[src/rtl/tdm_demux_1_to_4_if.sv]
// Bus bundle for the 1:4 TDM demultiplexer: serial input side plus the four
// recovered channels and alignment status.
interface tdm_demux_1_to_4_if #(
    parameter int WIDTH = 1
);
    logic [WIDTH-1:0] In;
    logic             InValid;
    logic             FrameSync;
    logic [WIDTH-1:0] Out0;
    logic [WIDTH-1:0] Out1;
    logic [WIDTH-1:0] Out2;
    logic [WIDTH-1:0] Out3;
    logic [1:0]       Sel;
    logic             Locked;
    logic             FrameValid;
    logic             SyncErr;

    modport master (
        output In, InValid, FrameSync,
        input  Out0, Out1, Out2, Out3, Sel, Locked, FrameValid, SyncErr
    );

    modport slave (
        input  In, InValid, FrameSync,
        output Out0, Out1, Out2, Out3, Sel, Locked, FrameValid, SyncErr
    );
endinterface

[src/rtl/tdm_demux_1_to_4.sv]
// Receive side of a 4-slot TDM link: hunts for the slot-0 marker, steers beats
// into per-slot shadows and publishes all four channels once per complete frame.
module tdm_demux_1_to_4 #(
    parameter int WIDTH = 1
) (
    input logic                Clk,
    input logic                ResetN,
    tdm_demux_1_to_4_if.slave  bus
);
    typedef enum logic {HUNT, LOCKED} state_t;

    state_t           state_p0, state_d;
    logic [1:0]       sel_p0, sel_d;
    logic [WIDTH-1:0] sh0_p0, sh1_p0, sh2_p0;
    logic [WIDTH-1:0] sh0_d, sh1_d, sh2_d;
    logic [WIDTH-1:0] out0_p1, out1_p1, out2_p1, out3_p1;
    logic [WIDTH-1:0] out0_d, out1_d, out2_d, out3_d;
    logic             vld_p1, vld_d;
    logic             err_p1, err_d;

    always_comb begin
        state_d = state_p0;
        sel_d   = sel_p0;
        sh0_d   = sh0_p0;
        sh1_d   = sh1_p0;
        sh2_d   = sh2_p0;
        out0_d  = out0_p1;
        out1_d  = out1_p1;
        out2_d  = out2_p1;
        out3_d  = out3_p1;
        vld_d   = 1'b0;
        err_d   = 1'b0;
        if (bus.InValid) begin
            unique case (state_p0)
                HUNT: begin
                    if (bus.FrameSync) begin
                        sh0_d   = bus.In;
                        sel_d   = 2'd1;
                        state_d = LOCKED;
                    end
                end
                LOCKED: begin
                    if (bus.FrameSync) begin
                        // A marker always restarts the frame; mid-frame it also flags an error.
                        sh0_d = bus.In;
                        sel_d = 2'd1;
                        err_d = (sel_p0 != 2'd0);
                    end else begin
                        unique case (sel_p0)
                            2'd0: begin
                                err_d   = 1'b1;
                                sel_d   = 2'd0;
                                state_d = HUNT;
                            end
                            2'd1: begin
                                sh1_d = bus.In;
                                sel_d = 2'd2;
                            end
                            2'd2: begin
                                sh2_d = bus.In;
                                sel_d = 2'd3;
                            end
                            2'd3: begin
                                out0_d = sh0_p0;
                                out1_d = sh1_p0;
                                out2_d = sh2_p0;
                                out3_d = bus.In;
                                vld_d  = 1'b1;
                                sel_d  = 2'd0;
                            end
                        endcase
                    end
                end
            endcase
        end
    end

    // Stage p0: alignment state and slot shadows; stage p1: published frame.
    always_ff @(posedge Clk) begin
        if (!ResetN) begin
            state_p0 <= HUNT;
            sel_p0   <= 2'd0;
            sh0_p0   <= '0;
            sh1_p0   <= '0;
            sh2_p0   <= '0;
            out0_p1  <= '0;
            out1_p1  <= '0;
            out2_p1  <= '0;
            out3_p1  <= '0;
            vld_p1   <= 1'b0;
            err_p1   <= 1'b0;
        end else begin
            state_p0 <= state_d;
            sel_p0   <= sel_d;
            sh0_p0   <= sh0_d;
            sh1_p0   <= sh1_d;
            sh2_p0   <= sh2_d;
            out0_p1  <= out0_d;
            out1_p1  <= out1_d;
            out2_p1  <= out2_d;
            out3_p1  <= out3_d;
            vld_p1   <= vld_d;
            err_p1   <= err_d;
        end
    end

    assign bus.Out0       = out0_p1;
    assign bus.Out1       = out1_p1;
    assign bus.Out2       = out2_p1;
    assign bus.Out3       = out3_p1;
    assign bus.Sel        = sel_p0;
    assign bus.Locked     = (state_p0 == LOCKED);
    assign bus.FrameValid = vld_p1;
    assign bus.SyncErr    = err_p1;
endmodule

[src/flat_wrapper.sv]
// flat-port wrapper written by rule: the top's interface ports become plain ports
module tdm_demux_1_to_4_flat 
#(
    parameter int WIDTH = 1
)
  (Clk, ResetN, bus_In, bus_InValid, bus_FrameSync, bus_Out0, bus_Out1, bus_Out2, bus_Out3, bus_Sel, bus_Locked, bus_FrameValid, bus_SyncErr);
  tdm_demux_1_to_4_if #(.WIDTH(WIDTH)) bus_i ();
  input logic Clk;
  input logic ResetN;
  input wire logic [$bits(bus_i.In)-1:0] bus_In;
  input wire logic [$bits(bus_i.InValid)-1:0] bus_InValid;
  input wire logic [$bits(bus_i.FrameSync)-1:0] bus_FrameSync;
  output wire logic [$bits(bus_i.Out0)-1:0] bus_Out0;
  output wire logic [$bits(bus_i.Out1)-1:0] bus_Out1;
  output wire logic [$bits(bus_i.Out2)-1:0] bus_Out2;
  output wire logic [$bits(bus_i.Out3)-1:0] bus_Out3;
  output wire logic [$bits(bus_i.Sel)-1:0] bus_Sel;
  output wire logic [$bits(bus_i.Locked)-1:0] bus_Locked;
  output wire logic [$bits(bus_i.FrameValid)-1:0] bus_FrameValid;
  output wire logic [$bits(bus_i.SyncErr)-1:0] bus_SyncErr;
  assign bus_i.In = bus_In;
  assign bus_i.InValid = bus_InValid;
  assign bus_i.FrameSync = bus_FrameSync;
  assign bus_Out0 = bus_i.Out0;
  assign bus_Out1 = bus_i.Out1;
  assign bus_Out2 = bus_i.Out2;
  assign bus_Out3 = bus_i.Out3;
  assign bus_Sel = bus_i.Sel;
  assign bus_Locked = bus_i.Locked;
  assign bus_FrameValid = bus_i.FrameValid;
  assign bus_SyncErr = bus_i.SyncErr;
  tdm_demux_1_to_4 #(.WIDTH(WIDTH)) u_core (.Clk(Clk), .ResetN(ResetN), .bus(bus_i));
endmodule
[config.mk]
export PLATFORM = sky130hd
export DESIGN_NAME = tdm_demux_1_to_4_flat
export DESIGN_NICKNAME = d
export VERILOG_FILES = /design/src/rtl/tdm_demux_1_to_4_if.sv /design/src/rtl/tdm_demux_1_to_4.sv /design/src/flat_wrapper.sv
export SDC_FILE = /design/constraint.sdc
export NUM_CORES = 1
export LEC_CHECK = 0
export ABC_AREA = 1
export CORE_MARGIN = 2
export CORE_UTILIZATION = 40
export CTS_CLUSTER_DIAMETER = 60
export CTS_CLUSTER_SIZE = 24
export DETAILED_ROUTE_END_ITERATION = 12
export PLACE_DENSITY = 0.67
export SLEW_MARGIN = 15
export SYNTH_ARGS = -nofsm -noshare
export SYNTH_HDL_FRONTEND = slang
export SYNTH_SLANG_ARGS = --single-unit
[constraint.sdc]
create_clock -name Clk -period 1.7 [get_ports Clk]
set_input_delay 0.51 -clock Clk [delete_from_list [all_inputs] [get_ports Clk]]
set_output_delay 0.51 -clock Clk [all_outputs]
set_load 0.02 [all_outputs]
# --- Yosys cells after proc, flatten, opt, wreduce, memory -nomap -nowiden ---
# Cells that the tools add are included.
totals:
  wordCells: 41
  reg_bits: 12
op_classes:
  n_eq_ne: 4
  n_bitwise: 4
  mux: 12
  reduce_logical: 10
op_table:
  columns: ["op", "n"]
  rows:
  - ["AND reduction 4 bit", 3]
  - ["two-way mux 1 bit", 7]
  - ["case mux 2 bit (3 select lines)", 1]
  - ["equality test 2 bit (second input constant)", 2]
  - ["two-way mux 2 bit", 2]
  - ["NOT 1 bit", 4]
  - ["case mux 2 bit (2 select lines)", 1]
  - ["AND reduction 2 bit", 2]
  - ["OR reduction 4 bit", 1]
  - ["AND reduction 3 bit", 1]
  - ["equality test 2 x 1 -> 1 bit (second input constant)", 1]
  - ["logical NOT 2 bit", 1]
  - ["!= test 2 bit (second input constant)", 1]
  - ["case mux 1 bit (2 select lines)", 1]
  - ["nonzero test 2 bit", 1]
  - ["OR reduction 2 bit", 1]

# --- Depth between registers and ports, before layout ---
depth:
  depth_word: 5
  ltp_mapped: 7
  ltp_nobuf: 7

# --- Worst setup path before layout ---
# Ideal clock, no wire load.
synth_path:
  path_type: "reg2reg"
  startpoint: "register u_core.sel_p0[0], in the netlist u_core.bus.Sel[0]"
  endpoint: "register u_core.err_p1, in the netlist u_core.bus.SyncErr"
  setup_time_ns: 0.064
  slack_ns: 0.523
  arrival_time_ns: 1.113
  stages_incl_launch_ff: 5
  required_time_ns: 1.636
  path_cell_list: "dfxtp_1 > inv_1 > ha_1 > ha_1 > nor2_1"
synth_between:
  elab_chain_len: 3
synth_lines:
  columns: ["element", "line", "text"]
  rows:
  - ["from (decl)", "tdm_demux_1_to_4.sv:13", "logic [1:0] sel_p0, sel_d;"]
  - ["from (signal assigned)", "tdm_demux_1_to_4.sv:94", "sel_p0 <= sel_d;"]
  - ["logical NOT 2 bit", "tdm_demux_1_to_4.sv:49", "unique case (sel_p0)"]
  - ["two-way mux 1 bit", "tdm_demux_1_to_4.sv:49", null]
  - ["two-way mux 1 bit (*)", "tdm_demux_1_to_4.sv:43", "if (bus.FrameSync) begin"]
  - ["to (signal assigned)", "tdm_demux_1_to_4.sv:103", "err_p1 <= err_d;"]
  - ["to (decl)", "tdm_demux_1_to_4.sv:19", "logic err_p1, err_d;"]
# Every way passes the cells marked *; elsewhere a longest branch is shown, timed or not.
# A chain may end at the register's enable or synchronous reset.

# --- Worst setup path in the final report ---
layout_path:
  startpoint: "register u_core.sel_p0[0], in the netlist u_core.bus.Sel[0]"
  endpoint: "output bus_Sel[0]"
layout_rtl:
  columns: ["element", "line", "text"]
  rows:
  - ["to (decl)", "flat_wrapper.sv:17", "output wire logic [$bits(bus_i.Sel)-1:0] bus_Sel;"]
# No word-level cell between the ends.

==> metrics.yaml <==
sta:
  finalHoldViolCount: 0
  slew_headroom: 0.848
  setup_tns_ns: 0
  worst_pin_slew_ns: 0.228
  fin_skew_ns: 0.00531
  max_freq_mhz: 651
  setup_violations: 0
  rsz0062_at_grt: "false"
  period_needed_ns: 1.54
  period_share: 0.903
  maxSlewViolCount: 0
synth:
  synth_top_cell_area_share: 0.416
  synth_cell_type_count: 15
  yosys.area_share.adder: 0.108
  ys_seq_area_frac: 0.416
  muxShareOfSynthArea: 0
  syn-num-nets: 89
  synth_top_area_cell: "dfxtp_1"
  ys_top_cells_by_count: "nor2_1, nand2_1, dfxtp_1, inv_1, nand3_1"
  syn_area_per_cell_um2: 7.32
  synthFlopType: "dfxtp_1"
  synth_top_family_by_area: "simple AND/OR/NAND/NOR gates"
  synth-simple-area-share: 0.305
  yosysMostFrequentCell: "nor2_1"
  ys_top_cells_by_area: "dfxtp_1, ha_1, nor2_1, nand2_1, nand3_1"
  synth_edf_count: 0
  ys_ff_latch: 12
  netlist_instances: 79
  syn_area_um2: 578
  synthArstFlopShare: 0
  synth_xor_area_frac: 0
  synth-compound-area-share: 0.0584
  synth_warnings: 0
clock_network:
  numCtsBuffers: 3
  cts.path.max_buffers: 2
  cts-htree-levels: 1
  cts_root_buffer: "clkbuf_4"
  clk_latency_ns: 0.26
  cts-hold-fix-buffers: 0
  cts_sinks: 12
  cts_tree: "done"
  post_cts_buffers: 0
  cts_resized: 7
  clk_pin_slew_worst_paths_ns: 0.07
setup_path:
  crit_chain: "dlygate4sd2_1"
  crit_buf_inv: 1
  arrival_ns: 1.03
  r2r-start: "u_core.bus.Sel[0]$_SDFFE_PN0P_"
  max_stage_delay_ns: 0.41
  slowest_stage: "dfxtp_1"
  critPathTopFamily: "flip-flops"
  reg2reg_depth: 4
  required_ns: 1.19
  path_class: "register to output port"
  start_kind: "register"
  rrSetupSlack_ns: 0.57
  endpoint_kind: "output port"
  path_max_fanout: 5
  r2r_end: "u_core.bus.SyncErr$_SDFF_PN0_"
hold_path:
  min_from: "u_core.sh0_p0$_SDFFE_PN0P_"
  whs_endpoint: "u_core.sh0_p0$_SDFFE_PN0P_"
  hp-class: "register to register"
  holdPathStages: 2
floorplanning:
  coreArea_um2: 1320
  die_width_um: 42.0
  ioPinCount: 14
  start_util: 0.439
  die_h_um: 42.0
  rows: 13
  design.die.area_um2: 1770
grt:
  grt_usage: 0.127
  grt_overflow: 0
  grt_max_degree: 12
  grt_first_pass_wirelength_um: 1720
  antenna_found_initial: 0
  first_global_vias: 429
layout:
  area_delta_synth_final_pct: 27.5
  drive_above_1_share: 0.106
  layout.nets: 106
  fin_cells: 109
  n_antenna_cell: 0
power:
  combPwrFrac: 0.115
  swShare: 0.239
  p_switching_mw: 0.124
  p_int_mw: 0.394
  power_frac_clock: 0.321
  max-vdd-ir-drop_mv: 0.257
  powerDensity_nw_per_um2: 702
  leakage_nw: 0.379
  power_frac_seq: 0.563
route:
  wire_per_inst_um: 8.87
  drt.antenna.violating_nets: 0
  drt_pass1_iterations: 4
  finalWirelength_um: 967
  drc: 0
  routed_via_density: 4.51
  first_iter_violations: 1
  num_vias: 492
placement:
  port-buffer-count: 13
  gp_congestion: 0.832
  dp.cells: 106
  hpwlAfterDp_um: 787
run:
  max_cap_violations: 0
status:
  run_status: "completed"
[state kept, by name, indices dropped and copies added (netlist names)]
| signal | count |
|---|---|
| u_core.sh0_p0 | 1 |
| u_core.bus.Out2 | 1 |
| u_core.bus.Locked | 1 |
| u_core.bus.FrameValid | 1 |
| u_core.bus.Out1 | 1 |
| u_core.bus.SyncErr | 1 |
| u_core.bus.Out0 | 1 |
| u_core.sh2_p0 | 1 |
| u_core.bus.Out3 | 1 |
| u_core.sh1_p0 | 1 |
| u_core.bus.Sel | 2 |
[kinds of logic (layout without fill, tap and decap cells)]
| kind of cell | Yosys count | in the layout |
|---|---|---|
| buf+inv | 15 | 30 |
| fa+ha+maj | 5 | 5 |
| compound gates | 6 | 6 |
| simple gates | 41 | 41 |
| flops | 12 | 12 |
[worst max path at each step]
| stage | from | endpoint | depth (start not counted) | slack (ns) |
|---|---|---|---|---|
| final | u_core.bus.Sel[0]$_SDFFE_PN0P_ | bus_Sel[0] | 1 | 0.16 |
| after detailed placement | bus_FrameSync | u_core.bus.SyncErr$_SDFF_PN0_ | 4 | 0.07 |
| after global placement | bus_FrameSync | u_core.bus.SyncErr$_SDFF_PN0_ | 4 | 0.07 |
| after CTS | u_core.bus.SyncErr$_SDFF_PN0_ | bus_SyncErr | 1 | 0.003 |
| after global routing | u_core.bus.Sel[0]$_SDFFE_PN0P_ | bus_Sel[0] | 1 | 0.11 |
| after floorplan | u_core.bus.Sel[0]$_SDFFE_PN0P_ | u_core.bus.SyncErr$_SDFF_PN0_ | 4 | 0.52 |
[worst register-to-register path, stage by stage, from the launching register on]
cell and delay, ns:
dfxtp_1 0.41, inv_1 0.08, ha_1 0.21, ha_1 0.28, nor2_1 0.10
[power by group through the flow]
stage | registers (mW) | logic [mW] | clock network [mW]
3_3_place_gp | 0.298 | 0.0619 | 0
5_1_grt | 0.293 | 0.0686 | 0.190
3_5_place_dp | 0.298 | 0.0624 | 0
2_1_floorplan | 0.302 | 0.0326 | 0
6_report | 0.291 | 0.0598 | 0.166
4_1_cts | 0.291 | 0.0606 | 0.178
[layout make-up]
class	instances	area [um2]
clock buffer	3	22.5
fill	140	581
inverter	13	48.8
multi-input combinational	52	273
sequential	12	240
tap	15	18.8
timing repair buffer	14	134
[through the flow]
step / hold WS [ns] / utilization / cell area, um2 / total power [mW] / worst slack (ns)
2_1_floorplan: 0.429 / - / 578 / 0.335 / 0.523
3_3_place_gp: 0.460 / 0.545 / 718 / 0.360 / 0.0718
3_5_place_dp: 0.466 / 0.545 / 718 / 0.361 / 0.0685
4_1_cts: 0.477 / 0.556 / 732 / 0.530 / 0.00308
5_1_grt: 0.504 / 0.559 / 737 / 0.551 / 0.105
6_report: 0.467 / 0.559 / 737 / 0.518 / 0.165
[layer usage]
layer  share of wire  global-route usage  up-vias
li1                -                   -      275
met1            0.49               0.153      200
met2            0.42               0.206       15
met3           0.072              0.0388        2
met4           0.011              0.0563        0
met5               0                   0        -
[cells in the final DEF (no fill, tap or decap), types with 2 or more instances in the layout]
cell / n
a21oi_1: 4
clkbuf_4: 3
clkdlybuf4s50_1: 4
dfxtp_1: 12
dlygate4sd2_1: 7
dlymetal6s2s_1: 2
ha_1: 5
inv_1: 11
inv_2: 2
nand2_1: 13
nand3_1: 9
nor2_1: 16
Power figures use the tool's default switching activity.
